==> src/rtl/snn_ff_pkg.sv <==
// Shared constants for the snn_ff weight-update path.
// Sized for the neg_derivative ROM and the learning-lane count.
package snn_ff_pkg;

  localparam int ROM_ADDR_WIDTH  = 8;
  localparam int ROM_DATA_WIDTH  = 8;
  localparam int NUM_LEARN_LANES = 4;

endpackage

==> src/rtl/snn_ff_sync_fifo.sv <==
// Show-ahead synchronous FIFO with an occupancy count.
// Accepts a write while full if the same cycle pops; a pop while empty is ignored.
module snn_ff_sync_fifo #(
  parameter int WIDTH = 8,
  parameter int DEPTH = 4,
  localparam int AW = (DEPTH > 1) ? $clog2(DEPTH) : 1,
  localparam int CW = $clog2(DEPTH + 1)
) (
  input  logic             clk,
  input  logic             rst_n,
  input  logic             wr_en_i,
  input  logic [WIDTH-1:0] wr_data_i,
  input  logic             rd_en_i,
  output logic [WIDTH-1:0] rd_data_o,
  output logic             empty_o,
  output logic [CW-1:0]    count_o
);

  logic [WIDTH-1:0] mem_q [DEPTH];
  logic [AW-1:0]    wr_ptr_q, wr_ptr_d;
  logic [AW-1:0]    rd_ptr_q, rd_ptr_d;
  logic [CW-1:0]    count_q, count_d;
  logic             do_wr, do_rd;

  function automatic logic [AW-1:0] ptr_inc(input logic [AW-1:0] p);
    return (p == AW'(DEPTH - 1)) ? '0 : p + 1'b1;
  endfunction

  assign empty_o   = (count_q == '0);
  assign count_o   = count_q;
  assign rd_data_o = empty_o ? '0 : mem_q[rd_ptr_q];

  always_comb begin
    do_rd    = rd_en_i && !empty_o;
    do_wr    = wr_en_i && ((count_q != CW'(DEPTH)) || do_rd);
    wr_ptr_d = do_wr ? ptr_inc(wr_ptr_q) : wr_ptr_q;
    rd_ptr_d = do_rd ? ptr_inc(rd_ptr_q) : rd_ptr_q;
    count_d  = count_q + CW'(do_wr) - CW'(do_rd);
  end

  always_ff @(posedge clk) begin
    if (!rst_n) begin
      wr_ptr_q <= '0;
      rd_ptr_q <= '0;
      count_q  <= '0;
    end else begin
      wr_ptr_q <= wr_ptr_d;
      rd_ptr_q <= rd_ptr_d;
      count_q  <= count_d;
    end
  end

  // Storage needs no reset: the read port is masked while empty.
  always_ff @(posedge clk) begin
    if (do_wr) mem_q[wr_ptr_q] <= wr_data_i;
  end

endmodule

==> src/rtl/neg_derivative_rom_arbiter.sv <==
// Round-robin sharing of one registered-output neg_derivative ROM between learning lanes.
// Reads are tagged with the lane ID and returned in issue order through a credit-guarded FIFO.
module neg_derivative_rom_arbiter
  import snn_ff_pkg::*;
#(
  parameter int NUM_REQ    = NUM_LEARN_LANES,
  parameter int DATA_WIDTH = ROM_DATA_WIDTH,
  parameter int ADDR_WIDTH = ROM_ADDR_WIDTH,
  parameter int RSP_DEPTH  = 4,
  localparam int ID_WIDTH  = $clog2(NUM_REQ)
) (
  input  logic                          clk,
  input  logic                          rst_n,
  input  logic [NUM_REQ-1:0]            req_valid,
  input  logic [NUM_REQ*ADDR_WIDTH-1:0] req_addr,
  output logic [NUM_REQ-1:0]            req_ready,
  output logic [ADDR_WIDTH-1:0]         rom_addr,
  input  logic [DATA_WIDTH-1:0]         rom_dout,
  output logic                          rsp_valid,
  input  logic                          rsp_ready,
  output logic [ID_WIDTH-1:0]           rsp_id,
  output logic [DATA_WIDTH-1:0]         rsp_data,
  output logic                          busy
);

  localparam int CW    = $clog2(RSP_DEPTH + 1);
  localparam int OCC_W = $clog2(RSP_DEPTH + 3) + 1;

  logic [ID_WIDTH-1:0]   ptr_q, ptr_d;
  logic [ADDR_WIDTH-1:0] rom_addr_q, rom_addr_d;
  logic                  s1_vld_q, s2_vld_q;
  logic [ID_WIDTH-1:0]   s1_id_q, s2_id_q;

  logic [CW-1:0]                  fifo_count;
  logic                           fifo_empty;
  logic [ID_WIDTH+DATA_WIDTH-1:0] fifo_rd_data;

  logic [OCC_W-1:0]    occ, occ_net;
  logic                pop, grant_ok, hs;
  logic [ID_WIDTH-1:0] grant_id, cand;

  assign rsp_valid = !fifo_empty;
  assign pop       = rsp_valid && rsp_ready;

  // Reads already granted reserve a FIFO slot so the ROM pipe never has to stall.
  assign occ      = OCC_W'(fifo_count) + OCC_W'(s1_vld_q) + OCC_W'(s2_vld_q);
  assign occ_net  = occ - OCC_W'(pop);
  assign grant_ok = rst_n && (occ_net < OCC_W'(RSP_DEPTH));

  always_comb begin
    req_ready = '0;
    grant_id  = '0;
    hs        = 1'b0;
    cand      = ptr_q;
    for (int k = 0; k < NUM_REQ; k++) begin
      cand = (cand == ID_WIDTH'(NUM_REQ - 1)) ? '0 : cand + 1'b1;
      if (!hs && grant_ok && req_valid[cand]) begin
        req_ready[cand] = 1'b1;
        grant_id        = cand;
        hs              = 1'b1;
      end
    end
    ptr_d      = hs ? grant_id : ptr_q;
    rom_addr_d = hs ? req_addr[grant_id*ADDR_WIDTH +: ADDR_WIDTH] : rom_addr_q;
  end

  always_ff @(posedge clk) begin
    if (!rst_n) begin
      ptr_q      <= ID_WIDTH'(NUM_REQ - 1);
      rom_addr_q <= '0;
      s1_vld_q   <= 1'b0;
      s1_id_q    <= '0;
      s2_vld_q   <= 1'b0;
      s2_id_q    <= '0;
    end else begin
      ptr_q      <= ptr_d;
      rom_addr_q <= rom_addr_d;
      s1_vld_q   <= hs;
      s1_id_q    <= grant_id;
      s2_vld_q   <= s1_vld_q;
      s2_id_q    <= s1_id_q;
    end
  end

  snn_ff_sync_fifo #(
    .WIDTH(ID_WIDTH + DATA_WIDTH),
    .DEPTH(RSP_DEPTH)
  ) u_rsp_fifo (
    .clk      (clk),
    .rst_n    (rst_n),
    .wr_en_i  (s2_vld_q),
    .wr_data_i({s2_id_q, rom_dout}),
    .rd_en_i  (pop),
    .rd_data_o(fifo_rd_data),
    .empty_o  (fifo_empty),
    .count_o  (fifo_count)
  );

  assign rom_addr = rom_addr_q;
  assign rsp_id   = fifo_rd_data[ID_WIDTH+DATA_WIDTH-1:DATA_WIDTH];
  assign rsp_data = fifo_rd_data[DATA_WIDTH-1:0];
  assign busy     = (occ != '0);

endmodule

==> config.mk <==
export PLATFORM = sky130hd
export DESIGN_NAME = neg_derivative_rom_arbiter
export DESIGN_NICKNAME = d
export VERILOG_FILES = /design/src/rtl/snn_ff_pkg.sv /design/src/rtl/snn_ff_sync_fifo.sv /design/src/rtl/neg_derivative_rom_arbiter.sv
export SDC_FILE = /design/constraint.sdc
export NUM_CORES = 1
export LEC_CHECK = 0
export ABC_AREA = 1
export BUFFER_PORTS_ARGS = -buffer_cell sky130_fd_sc_hd__buf_2
export CORE_MARGIN = 1
export CORE_UTILIZATION = 30
export DETAILED_ROUTE_END_ITERATION = 8
export PLACE_DENSITY = 0.56
export SLEW_MARGIN = 20
export SYNTH_ARGS = -nofsm -noshare
export SYNTH_HDL_FRONTEND = slang
export SYNTH_HIERARCHICAL = 1
export SYNTH_SLANG_ARGS = --single-unit
==> constraint.sdc <==
create_clock -name clk -period 3.8 [get_ports clk]
set_clock_uncertainty 0.2 [all_clocks]
set_input_delay 0.76 -clock clk [delete_from_list [all_inputs] [get_ports clk]]
set_output_delay 0.76 -clock clk [all_outputs]
set_load 0.02 [all_outputs]
==> impl_metrics.env <==
export IMPL_combinationalPowerShare_pct=55.8
export IMPL_final_hold_violation_count=0
export IMPL_max_cap_viol_count=0
export IMPL_post_synth_top_area_fraction_pct=31.01
export IMPL_synth_edff_count=40
export IMPL_drc=0
export IMPL_syn_nets=541
export IMPL_clk_pin_slew_worst_paths_ns=0.05
export IMPL_ffs_latches_synth=65
export IMPL_max_slew_margin_rel_pct=57.13
export IMPL_cp_max_fo=6
export IMPL_initial_antenna_violation_count=0
export IMPL_synth_area_leader_cell="sky130_fd_sc_hd__edfxtp_1"
export IMPL_grt_start_max_net_pins=22
export IMPL_core_rowCount=41
export IMPL_firstDrtPassIters=4
export IMPL_sort_of_element_at_the_end_of_the_critical_path="primary output"
export IMPL_postSynthAreaPerCell_um2=8.138
export IMPL_reg2regPathDepth=19
export IMPL_worst_path_largest_cell_delay_ns=0.37
export IMPL_synth_most_common_cell="sky130_fd_sc_hd__nand2_1"
export IMPL_dominantRegCellSynth="sky130_fd_sc_hd__edfxtp_1"
export IMPL_post_route_util_pct=37.10
export IMPL_power_density_over_cell_area_nw_per_um2=828.1
export IMPL_cts_tree="yes"
export IMPL_hold_path_class="flip-flop to flip-flop"
export IMPL_cts_htree_levels=3
export IMPL_finalWirelength_um=8271
export IMPL_drv_slew=0
export IMPL_chipHeight_um=115.6
export IMPL_cts_buffers_inserted=9
export IMPL_detailedRoute_firstIterationViolations=135
export IMPL_ys_top_cells_by_area="sky130_fd_sc_hd__edfxtp_1 31%, sky130_fd_sc_hd__dfxtp_1 13%, sky130_fd_sc_hd__nand2_1 11%"
export IMPL_total_via_count_after_detailed_routing=3161
export IMPL_p_int_mw=2.045
export IMPL_critical_path_buf_inv_count=5
export IMPL_root_buffer="sky130_fd_sc_hd__clkbuf_16"
export IMPL_flow_area_growth_from_synthesis_pct=20.87
export IMPL_final_layout_size_suffix_gt1_share_pct=25.71
export IMPL_fmaxAchievable_mhz=278.8
export IMPL_first_global_vias=3028
export IMPL_yosys_warnings=6
export IMPL_critPathArrivalTime_ns=2.63
export IMPL_final_net_count=620
export IMPL_fillerInstances=1341
export IMPL_cts_buffer_depth=2
export IMPL_die_x_um=115.6
export IMPL_clock_sink_total=65
export IMPL_sw_frac_of_total_pct=47.24
export IMPL_synthCells=476
export IMPL_crit_path_start="s2_vld_q"
export IMPL_hpwlAfterDp_um=5804
export IMPL_critPathSlowestCell="sky130_fd_sc_hd__dfxtp_4"
export IMPL_clock_latency_ns=0.32
export IMPL_post_route_min_period_ns=3.587
export IMPL_status="finished clean"
export IMPL_routabilityCongestion=0.8234
export IMPL_track_usage_pct=13.32
export IMPL_clockPowerShare_pct=18.5
export IMPL_r2r_setup_slack_ns=0.65
export IMPL_tightest_slew_ns=0.6423
export IMPL_worst_setup_path_type="flip-flop to primary output"
export IMPL_timing_critical_path_to="req_ready[3]"
export IMPL_first_pass_grt_wire_length_um=14070
export IMPL_yosys_top_cells_count="111 x sky130_fd_sc_hd__nand2_1, 84 x sky130_fd_sc_hd__inv_1, 48 x sky130_fd_sc_hd__nand3_1"
export IMPL_cts_hold_buf=0
export IMPL_synth_cell_types=33
export IMPL_cpLargestDelayFamily="adder cells"
export IMPL_initial_core_utilization_pct=30.70
export IMPL_cp_cell_sequence="inv_1, fa_1, inv_1, ha_1, nor2_2, nand2_1, inv_1, nand2_1, inv_2, nor2_4, nand4_4, nor2_1, a221oi_1, o21ai_0, buf_2"
export IMPL_seq_power_share_pct=25.7
export IMPL_die_area_um2=13370
export IMPL_input_output_buffers=70
export IMPL_net_switching_power_mw=1.832
export IMPL_totalNegativeSetupSlack_ns=0
export IMPL_vias_per_cell=4.318
export IMPL_core_area_um2=12620
export IMPL_grt_setup_unrepaired="false"
export IMPL_ant_nets_after_route=0
export IMPL_avgRoutedWirePerCell_um=11.30
export IMPL_synth_seq_area_share_pct=43.93
export IMPL_grt_ovfl_total=0
export IMPL_crit_top_cell="sky130_fd_sc_hd__inv_1"
export IMPL_required_ns=2.84
export IMPL_diodes=0
export IMPL_design_power_total_mw=3.877
export IMPL_power_leakage_nw=2.334
export IMPL_syn_cell_area_um2=3874
export IMPL_reg2reg_to="rom_addr[6]"
export IMPL_critical_path_depth=15
export IMPL_min_period_over_period_pct=94.39
export IMPL_async_reset_ff_share_pct=0
export IMPL_finalSetupViolations=0
export IMPL_top_level_ports=71
export IMPL_worst_ir_drop_vdd_mv=0.3834
export IMPL_regToRegStartpoint="s2_vld_q"
export IMPL_cp_start_kind="flip-flop"
[kinds of logic (layout without fill, tap and decap cells)]
family          Yosys count  after routing  share of synthesized area [%]
compound gates           47             47                          6.880
fa+ha+maj                18             18                          6.202
buf+inv                 103            187                          12.27
xor+xnor                  1              1                         0.2261
simple gates            242            242                          30.49
flops                    65             65                          43.93
[routing by layer]
metal	share of wire [%]	track usage, %	vias to the layer above
met2	46	22.63	90
met4	0.29	3.590	0
li1	-	-	1665
met5	0	0	-
met3	5.4	3.556	2
met1	48	16.69	1404
[layout make-up]
type                            count  area [µm²]  area share, %
Timing Repair Buffer               80       425.4          9.086
Tap cell                          172       215.2          4.596
Inverter                           91       344.1          7.349
Clock inverter                      6       35.03         0.7483
Multi-Input combinational cell    308        1725          36.85
Clock buffer                       10       229.0          4.890
Sequential cell                    65        1708          36.48
[sequential cells by signal, summed over array words and instances, names as in the netlist, named ones only]
signal,flops
u_rsp_fifo/count_o,3
rom_addr,8
s2_id_q,2
ptr_q,2
u_rsp_fifo/rd_ptr_q,2
s2_vld_q,1
u_rsp_fifo/wr_ptr_q,2
u_rsp_fifo/mem_q,40
s1_id_q,2
s1_vld_q,1
[power by group through the flow]
| stage | clock network [mW] | registers, mW | logic [mW] |
|---|---|---|---|
| after floorplan | 0 | 1.03 | 1.67 |
| after global placement | 0 | 1.00 | 2.09 |
| after detailed placement | 0 | 1.01 | 2.11 |
| after CTS | 0.742 | 0.995 | 2.12 |
| after global routing | 0.774 | 1.02 | 2.47 |
| final | 0.717 | 0.998 | 2.16 |
[worst min-delay path: cells and delay by family, from the launching register on]
kind	cells	cell delay [ns]
DFF	1	0.30
buffers and inverters	1	0.04
and+or+nand+nor	1	0.04
[repair_timing]
action / CTS / global route
gates resized for setup: 0 / 11
setup buffers: 0 / 3
setup endpoints to repair: 0 / 4
[cell usage in the layout (no fill, tap or decap), types with 7 or more instances in the layout]
master and count:
sky130_fd_sc_hd__o21ai_0 19, sky130_fd_sc_hd__nand3_1 48, sky130_fd_sc_hd__inv_1 84, sky130_fd_sc_hd__o21ai_1 7, sky130_fd_sc_hd__buf_4 10, sky130_fd_sc_hd__ha_1 16, sky130_fd_sc_hd__nand2_1 109, sky130_fd_sc_hd__clkbuf_16 9
sky130_fd_sc_hd__nand3_2 11, sky130_fd_sc_hd__edfxtp_1 40, sky130_fd_sc_hd__nand2_2 11, sky130_fd_sc_hd__buf_2 70, sky130_fd_sc_hd__dfxtp_1 22, sky130_fd_sc_hd__nor2_1 43, sky130_fd_sc_hd__a21oi_1 14
[worst min path at each step]
stage                          start          to  slack [ns]  depth (start not counted)
after floorplan           s1_id_q[0]  s2_id_q[0]        0.19                          2
after global placement    s1_id_q[0]  s2_id_q[0]        0.20                          2
after detailed placement  s1_id_q[0]  s2_id_q[0]        0.20                          2
after CTS                 s1_id_q[0]  s2_id_q[0]        0.21                          2
after global routing      s1_id_q[0]  s2_id_q[0]        0.23                          2
final                     s1_id_q[0]  s2_id_q[0]        0.21                          2
[through the flow]
step	setup WS [ns]	cell area, µm²	std cells	hold WS [ns]
after CTS	0.01595	4624	729	0.2076
after floorplan	0.3840	3874	476	0.1905
after global routing	0.002392	4682	732	0.2334
after global placement	0.4665	4360	713	0.2005
final	0.2133	4682	732	0.2067
after detailed placement	0.3600	4360	713	0.1959
Power figures use the tool's default switching activity.
